--- config.mk ---
export PLATFORM = sky130hd
export DESIGN_NAME = ct_clint_func_mc_flat
export DESIGN_NICKNAME = d
export VERILOG_FILES = /design/src/rtl/ct_clint_func_mc_if.sv /design/src/rtl/ct_clint_func_mc.sv /design/src/flat_wrapper.sv
export SDC_FILE = /design/constraint.sdc
export NUM_CORES = 2
export LEC_CHECK = 0
export BUFFER_PORTS_ARGS = -buffer_cell sky130_fd_sc_hd__buf_2
export CAP_MARGIN = 20
export CORE_MARGIN = 2
export CORE_UTILIZATION = 57
export DETAILED_ROUTE_END_ITERATION = 7
export PLACE_DENSITY = 0.74
export SYNTH_ARGS = -nofsm -noshare
export SYNTH_HDL_FRONTEND = slang
export SYNTH_SLANG_ARGS = --single-unit
--- constraint.sdc ---
create_clock -name forever_apbclk -period 18.8 [get_ports forever_apbclk]
set_input_delay 1.88 -clock forever_apbclk [delete_from_list [all_inputs] [get_ports forever_apbclk]]
set_output_delay 1.88 -clock forever_apbclk [all_outputs]
set_load 0.05 [all_outputs]
--- src/rtl/ct_clint_func_mc_if.sv ---
// APB slave bundle for the CLINT function block: request fields driven by the bridge,
// response fields returned by the CLINT.
interface ct_clint_func_mc_if;
  logic        psel_clint;
  logic        penable;
  logic        pwrite;
  logic [31:0] paddr;
  logic [31:0] pwdata;
  logic [1:0]  pprot;
  logic [31:0] prdata_clint;
  logic        pready_clint;
  logic        perr_clint;

  modport master (
    output psel_clint, penable, pwrite, paddr, pwdata, pprot,
    input  prdata_clint, pready_clint, perr_clint
  );

  modport slave (
    input  psel_clint, penable, pwrite, paddr, pwdata, pprot,
    output prdata_clint, pready_clint, perr_clint
  );
endinterface

--- src/rtl/ct_clint_func_mc.sv ---
// Multi-hart CLINT: MSIP/SSIP bits and M/S timer compare registers behind an APB slave
// with one wait state, compared against a locally sampled mtime to raise per-hart interrupts.
module ct_clint_func_mc #(
  parameter int NUM_CORES = 4,
  parameter int MTIME_W   = 64
) (
  input  logic                 forever_apbclk,
  input  logic                 cpurst,
  ct_clint_func_mc_if.slave    apb,
  input  logic                 mtime_en,
  input  logic [MTIME_W-1:0]   sysio_clint_mtime,
  output logic [NUM_CORES-1:0] clint_ms_int,
  output logic [NUM_CORES-1:0] clint_ss_int,
  output logic [NUM_CORES-1:0] clint_mt_int,
  output logic [NUM_CORES-1:0] clint_st_int
);

  localparam int HI_W = MTIME_W - 32;

  localparam logic [0:0] IDLE = 1'b0;
  localparam logic [0:0] RESP = 1'b1;

  logic [0:0]  state;
  logic        perr_q;
  logic [31:0] prdata_q;

  logic [NUM_CORES-1:0] msip;
  logic [NUM_CORES-1:0] ssip;
  logic [MTIME_W-1:0]   mtimecmp [NUM_CORES];
  logic [MTIME_W-1:0]   stimecmp [NUM_CORES];
  logic [MTIME_W-1:0]   mtime_reg;

  // Address decode
  logic [15:0] off;
  logic [3:0]  region;
  logic [9:0]  sw_idx;
  logic [8:0]  cmp_idx;
  logic        aligned;
  logic        is_msip, is_mcmp, is_ssip, is_scmp;
  logic        acc_err, priv_err, err;
  logic        access, wr_en;
  logic [31:0] rd_data;
  logic        unused_paddr_hi;

  assign off             = apb.paddr[15:0];
  assign unused_paddr_hi = ^apb.paddr[31:16];
  assign region          = off[15:12];
  assign sw_idx          = off[11:2];
  assign cmp_idx         = off[11:3];
  assign aligned         = (off[1:0] == 2'b00);

  assign is_msip = (region == 4'h0) && aligned && (sw_idx  < 10'(NUM_CORES));
  assign is_mcmp = (region == 4'h4) && aligned && (cmp_idx <  9'(NUM_CORES));
  assign is_ssip = (region == 4'hC) && aligned && (sw_idx  < 10'(NUM_CORES));
  assign is_scmp = (region == 4'hD) && aligned && (cmp_idx <  9'(NUM_CORES));

  assign acc_err  = !(is_msip || is_mcmp || is_ssip || is_scmp);
  // Machine regions need pprot 11; supervisor regions accept 01 or 11.
  assign priv_err = (((region == 4'h0) || (region == 4'h4)) && (apb.pprot != 2'b11)) ||
                    (((region == 4'hC) || (region == 4'hD)) && !apb.pprot[0]);
  assign err      = acc_err || priv_err;

  assign access = (state == IDLE) && apb.psel_clint && apb.penable;
  assign wr_en  = access && apb.pwrite && !err;

  // NOTE: always_comb assigns rd_data a default first so no path leaves it unassigned (no latch).
  always_comb begin
    rd_data = '0;
    for (int i = 0; i < NUM_CORES; i++) begin
      if (is_msip && (sw_idx == 10'(i))) rd_data = {31'b0, msip[i]};
      if (is_ssip && (sw_idx == 10'(i))) rd_data = {31'b0, ssip[i]};
      if (is_mcmp && (cmp_idx == 9'(i)))
        rd_data = off[2] ? 32'(mtimecmp[i][MTIME_W-1:32]) : mtimecmp[i][31:0];
      if (is_scmp && (cmp_idx == 9'(i)))
        rd_data = off[2] ? 32'(stimecmp[i][MTIME_W-1:32]) : stimecmp[i][31:0];
    end
  end

  // NOTE: sequential state uses non-blocking assignments so every flop samples pre-edge values.
  always_ff @(posedge forever_apbclk or posedge cpurst) begin
    if (cpurst) begin
      state    <= IDLE;
      perr_q   <= 1'b0;
      prdata_q <= '0;
    end else if (state == IDLE) begin
      if (access) begin
        state    <= RESP;
        perr_q   <= err;
        prdata_q <= (!apb.pwrite && !err) ? rd_data : 32'h0;
      end
    end else begin
      state    <= IDLE;
      perr_q   <= 1'b0;
      prdata_q <= '0;
    end
  end

  assign apb.pready_clint = (state == RESP);
  assign apb.perr_clint   = perr_q;
  assign apb.prdata_clint = prdata_q;

  // NOTE: the compare arrays are reset explicitly to all ones; a reset-less array would fire timers at power-up.
  always_ff @(posedge forever_apbclk or posedge cpurst) begin
    if (cpurst) begin
      msip      <= '0;
      ssip      <= '0;
      mtime_reg <= '0;
      for (int i = 0; i < NUM_CORES; i++) begin
        mtimecmp[i] <= '1;
        stimecmp[i] <= '1;
      end
    end else begin
      if (mtime_en) mtime_reg <= sysio_clint_mtime;
      if (wr_en) begin
        for (int i = 0; i < NUM_CORES; i++) begin
          if (is_msip && (sw_idx == 10'(i))) msip[i] <= apb.pwdata[0];
          if (is_ssip && (sw_idx == 10'(i))) ssip[i] <= apb.pwdata[0];
          if (is_mcmp && (cmp_idx == 9'(i))) begin
            if (off[2]) mtimecmp[i][MTIME_W-1:32] <= apb.pwdata[HI_W-1:0];
            else        mtimecmp[i][31:0]         <= apb.pwdata;
          end
          if (is_scmp && (cmp_idx == 9'(i))) begin
            if (off[2]) stimecmp[i][MTIME_W-1:32] <= apb.pwdata[HI_W-1:0];
            else        stimecmp[i][31:0]         <= apb.pwdata;
          end
        end
      end
    end
  end

  // Timer interrupts: plain unsigned compare, so an mtime wrap to 0 deasserts them.
  always_ff @(posedge forever_apbclk or posedge cpurst) begin
    if (cpurst) begin
      clint_mt_int <= '0;
      clint_st_int <= '0;
    end else begin
      for (int i = 0; i < NUM_CORES; i++) begin
        clint_mt_int[i] <= (mtime_reg >= mtimecmp[i]);
        clint_st_int[i] <= (mtime_reg >= stimecmp[i]);
      end
    end
  end

  assign clint_ms_int = msip;
  assign clint_ss_int = ssip;

endmodule

--- src/flat_wrapper.sv ---
// flat-port wrapper written by rule: the top's interface ports become plain ports
module ct_clint_func_mc_flat 
#(
  parameter int NUM_CORES = 4,
  parameter int MTIME_W   = 64
)
  (forever_apbclk, cpurst, mtime_en, sysio_clint_mtime, clint_ms_int, clint_ss_int, clint_mt_int, clint_st_int, apb_psel_clint, apb_penable, apb_pwrite, apb_paddr, apb_pwdata, apb_pprot, apb_prdata_clint, apb_pready_clint, apb_perr_clint);
  ct_clint_func_mc_if apb_i ();
  input  logic forever_apbclk;
  input  logic cpurst;
  input  logic mtime_en;
  input  logic [MTIME_W-1:0] sysio_clint_mtime;
  output logic [NUM_CORES-1:0] clint_ms_int;
  output logic [NUM_CORES-1:0] clint_ss_int;
  output logic [NUM_CORES-1:0] clint_mt_int;
  output logic [NUM_CORES-1:0] clint_st_int;
  input wire logic [$bits(apb_i.psel_clint)-1:0] apb_psel_clint;
  input wire logic [$bits(apb_i.penable)-1:0] apb_penable;
  input wire logic [$bits(apb_i.pwrite)-1:0] apb_pwrite;
  input wire logic [$bits(apb_i.paddr)-1:0] apb_paddr;
  input wire logic [$bits(apb_i.pwdata)-1:0] apb_pwdata;
  input wire logic [$bits(apb_i.pprot)-1:0] apb_pprot;
  output wire logic [$bits(apb_i.prdata_clint)-1:0] apb_prdata_clint;
  output wire logic [$bits(apb_i.pready_clint)-1:0] apb_pready_clint;
  output wire logic [$bits(apb_i.perr_clint)-1:0] apb_perr_clint;
  assign apb_i.psel_clint = apb_psel_clint;
  assign apb_i.penable = apb_penable;
  assign apb_i.pwrite = apb_pwrite;
  assign apb_i.paddr = apb_paddr;
  assign apb_i.pwdata = apb_pwdata;
  assign apb_i.pprot = apb_pprot;
  assign apb_prdata_clint = apb_i.prdata_clint;
  assign apb_pready_clint = apb_i.pready_clint;
  assign apb_perr_clint = apb_i.perr_clint;
  ct_clint_func_mc #(.NUM_CORES(NUM_CORES), .MTIME_W(MTIME_W)) u_core (.forever_apbclk(forever_apbclk), .cpurst(cpurst), .apb(apb_i), .mtime_en(mtime_en), .sysio_clint_mtime(sysio_clint_mtime), .clint_ms_int(clint_ms_int), .clint_ss_int(clint_ss_int), .clint_mt_int(clint_mt_int), .clint_st_int(clint_st_int));
endmodule
==> flow_summary.json <==
{
  "worstSkewPairLatency_ns": 0.64,
  "crit_path_top_delay_cell": "nor2_4",
  "antenna_found_initial": 3,
  "ys_seq_area_frac": 0.401,
  "post_dp_cell_area_um2": 42200,
  "grt.total_usage": 0.366,
  "core_um2": 70400,
  "syn_area_um2": 40700,
  "clock-sinks": 626,
  "arrival_ns": 5.42,
  "async_flop_share": 1.00,
  "post-route-cell-area_um2": 44700,
  "clock.fmax_mhz": 204,
  "fin_crit_ns": 4.89,
  "setup_ws_ns": 13.91,
  "first_pass_iters": 8,
  "overflow": 0,
  "synth_top_area_frac": 0.331,
  "postRouteAntennaNets": 0,
  "syn_avg_cell_area_um2": 10.9,
  "wirelength_um": 136000,
  "outcome": "complete, but fails checks",
  "synth.distinct_cells": 70,
  "final_cell_mix": "inv_1 (520), ha_1 (512), dfstp_2 (512), mux2_1 (332), mux2_2 (251)",
  "cts_buffers": 73,
  "drt_iter0_markers": 3570,
  "cts_setup_buffers": 0,
  "cts.clk_slew.worst_paths_ns": 0.06,
  "fin_worst_skew_ns": 0.0366,
  "htree_levels": 3,
  "die_height_um": 271,
  "viasPerCell": 6.43,
  "drive_above_1_share": 0.285,
  "rsz0062_at_grt": "false",
  "place_ws_ns": 13.39,
  "drc": 29,
  "tightest_slew_ns": 1.11,
  "timing.final.hold_violations": 0,
  "cts_root_buf": "clkbuf_16",
  "final-max-slew-violation-count": 0,
  "vias": 31296,
  "portBuffers": 169,
  "crit_required_ns": 19.33,
  "hold_slack_ns": 0.493,
  "endpoint_kind": "flop",
  "period_share": 0.260,
  "synth_ff_type": "dfstp_2",
  "p_leak_uw": 0.0185,
  "die_w_um": 271,
  "syn_inst": 3746,
  "cts_tree": "done",
  "crit_type": "in2reg",
  "hold_buffers": 0,
  "synth_edf_count": 0,
  "min_path_type": "reg2reg",
  "vdd_drop_max_v": 0.0000850,
  "yosys_warnings": 0,
  "wl_per_cell_um": 27.8,
  "cp_cell_sequence": "buf_2 > nor4_4 > nand3b_1 > a2111oi_2 > and3_1 > nand2_4 > nor2_4 > buf_4 > mux2_1",
  "cpPeakStageDelay_ns": 0.77,
  "setup-violations-final": 0,
  "syn2layout_area_growth_pct": 9.83,
  "slew_headroom": 0.261,
  "diodes": 0,
  "synthTopCellsByArea": "dfstp_2 (33%), ha_1 (16%), mux2_1 (9.2%), dfrtp_1 (7.0%), mux2_2 (6.9%)",
  "cts_resized": 0,
  "grt_max_degree": 134,
  "hpwlAfterDp_um": 94300,
  "synth_top_cell_by_area": "dfstp_2",
  "worstSetupStartpointType": "primary input",
  "grt_pass1_wl_um": 199000,
  "die-area_um2": 73500,
  "cp_max_fo": 17,
  "ios": 186,
  "start_util": 0.578,
  "cts_buffer_depth": 3,
  "synthesis.nets": 4394,
  "violations": "design-rule violations",
  "nets": 4515,
  "place.gp.congestion": 0.977,
  "power_density_nw_per_um2": 74.2,
  "finalSetupTns_ns": 0,
  "rows": 97,
  "grt_pass1_vias": 30799,
  "maxCapViolCount": 0,
  "final_common_cell": "inv_1",
  "synth_seq_cells": 626
}
[path summary, 6_finish.rpt]
| kind | from | end | slack, ns | depth (start not counted) |
|---|---|---|---|---|
| setup / recovery | apb_paddr[10] | u_core.stimecmp[173] | 13.91 | 9 |
| setup reg to reg | u_core.mtime_reg[61] | u_core.clint_st_int[1] | 14.28 | 8 |
| min in group asynchronous | cpurst | u_core.mtime_reg[4] | 1.42 | 2 |
| hold / removal | u_core.apb.perr_clint | u_core.apb.perr_clint | 0.49 | 2 |
| max in group asynchronous | cpurst | u_core.clint_st_int[1] | 14.21 | 5 |
| hold reg to reg | u_core.apb.perr_clint | u_core.apb.perr_clint | 0.49 | 2 |
[per-layer routing]
metal  share of wire  wire, µm  vias to the layer above  GRT usage
li1                -         -                    13759          -
met1            0.41     55000                    15607      0.485
met2            0.44     59700                     1532      0.560
met3           0.083     11300                      396     0.0617
met4           0.070      9450                        2      0.227
met5         0.00010        14                        -          0
[cell usage after synthesis (all sizes together) (13+ instances only)]
cell     number
nor3         27
a221o        25
nand3        24
dfrtp       114
nor2        136
a2111oi      18
o21ai       208
a22oi        32
o21a         13
a21oi       123
buf          65
a21o         53
mux2        583
nand2       149
o211ai       34
nor4         16
mux2i       131
inv         521
nand4        77
nand2b       16
and3         13
clkbuf       99
o22ai        35
ha          512
dfstp       512
a211oi       42
o221ai       34
a222oi       31
[through the flow]
| stage | util | power (µW) | cells |
|---|---|---|---|
| 3_5_place_dp | 0.600 | 1860 | 4732 |
| 5_1_grt | 0.635 | 3430 | 4867 |
| 3_3_place_gp | 0.600 | 1850 | 4732 |
| 4_1_cts | 0.635 | 3320 | 4867 |
| 6_report | 0.635 | 3310 | 4867 |
| 2_1_floorplan | - | 1690 | 3746 |
[worst max-delay path, delay by kind of cell]
kind	cells	cell delay [ns]
simple gates	5	2.03
buf+inv	2	0.64
compound gates	1	0.42
mux	1	0.39
[area by class of cell]
cell class / count / area (µm²)
Inverter: 521 / 1960
Sequential cell: 626 / 16300
Clock inverter: 16 / 169
Fill cell: 5757 / 25700
Clock buffer: 119 / 2270
Timing Repair Buffer: 210 / 1170
Tap cell: 940 / 1180
Multi-Input combinational cell: 2435 / 21600
[cell families after synthesis]
family | share of synthesized area
buf+inv | 0.0688
fa+ha+maj | 0.158
mux | 0.194
simple gates | 0.0618
flops | 0.401
compound gates | 0.117
[where the power goes]
| part | internal [µW] | switching (µW) | total, µW |
|---|---|---|---|
| Clock | 866 | 592 | 1460 |
| Combinational | 163 | 258 | 421 |
| Sequential | 1370 | 65.4 | 1430 |
Power figures use the tool's default switching activity.
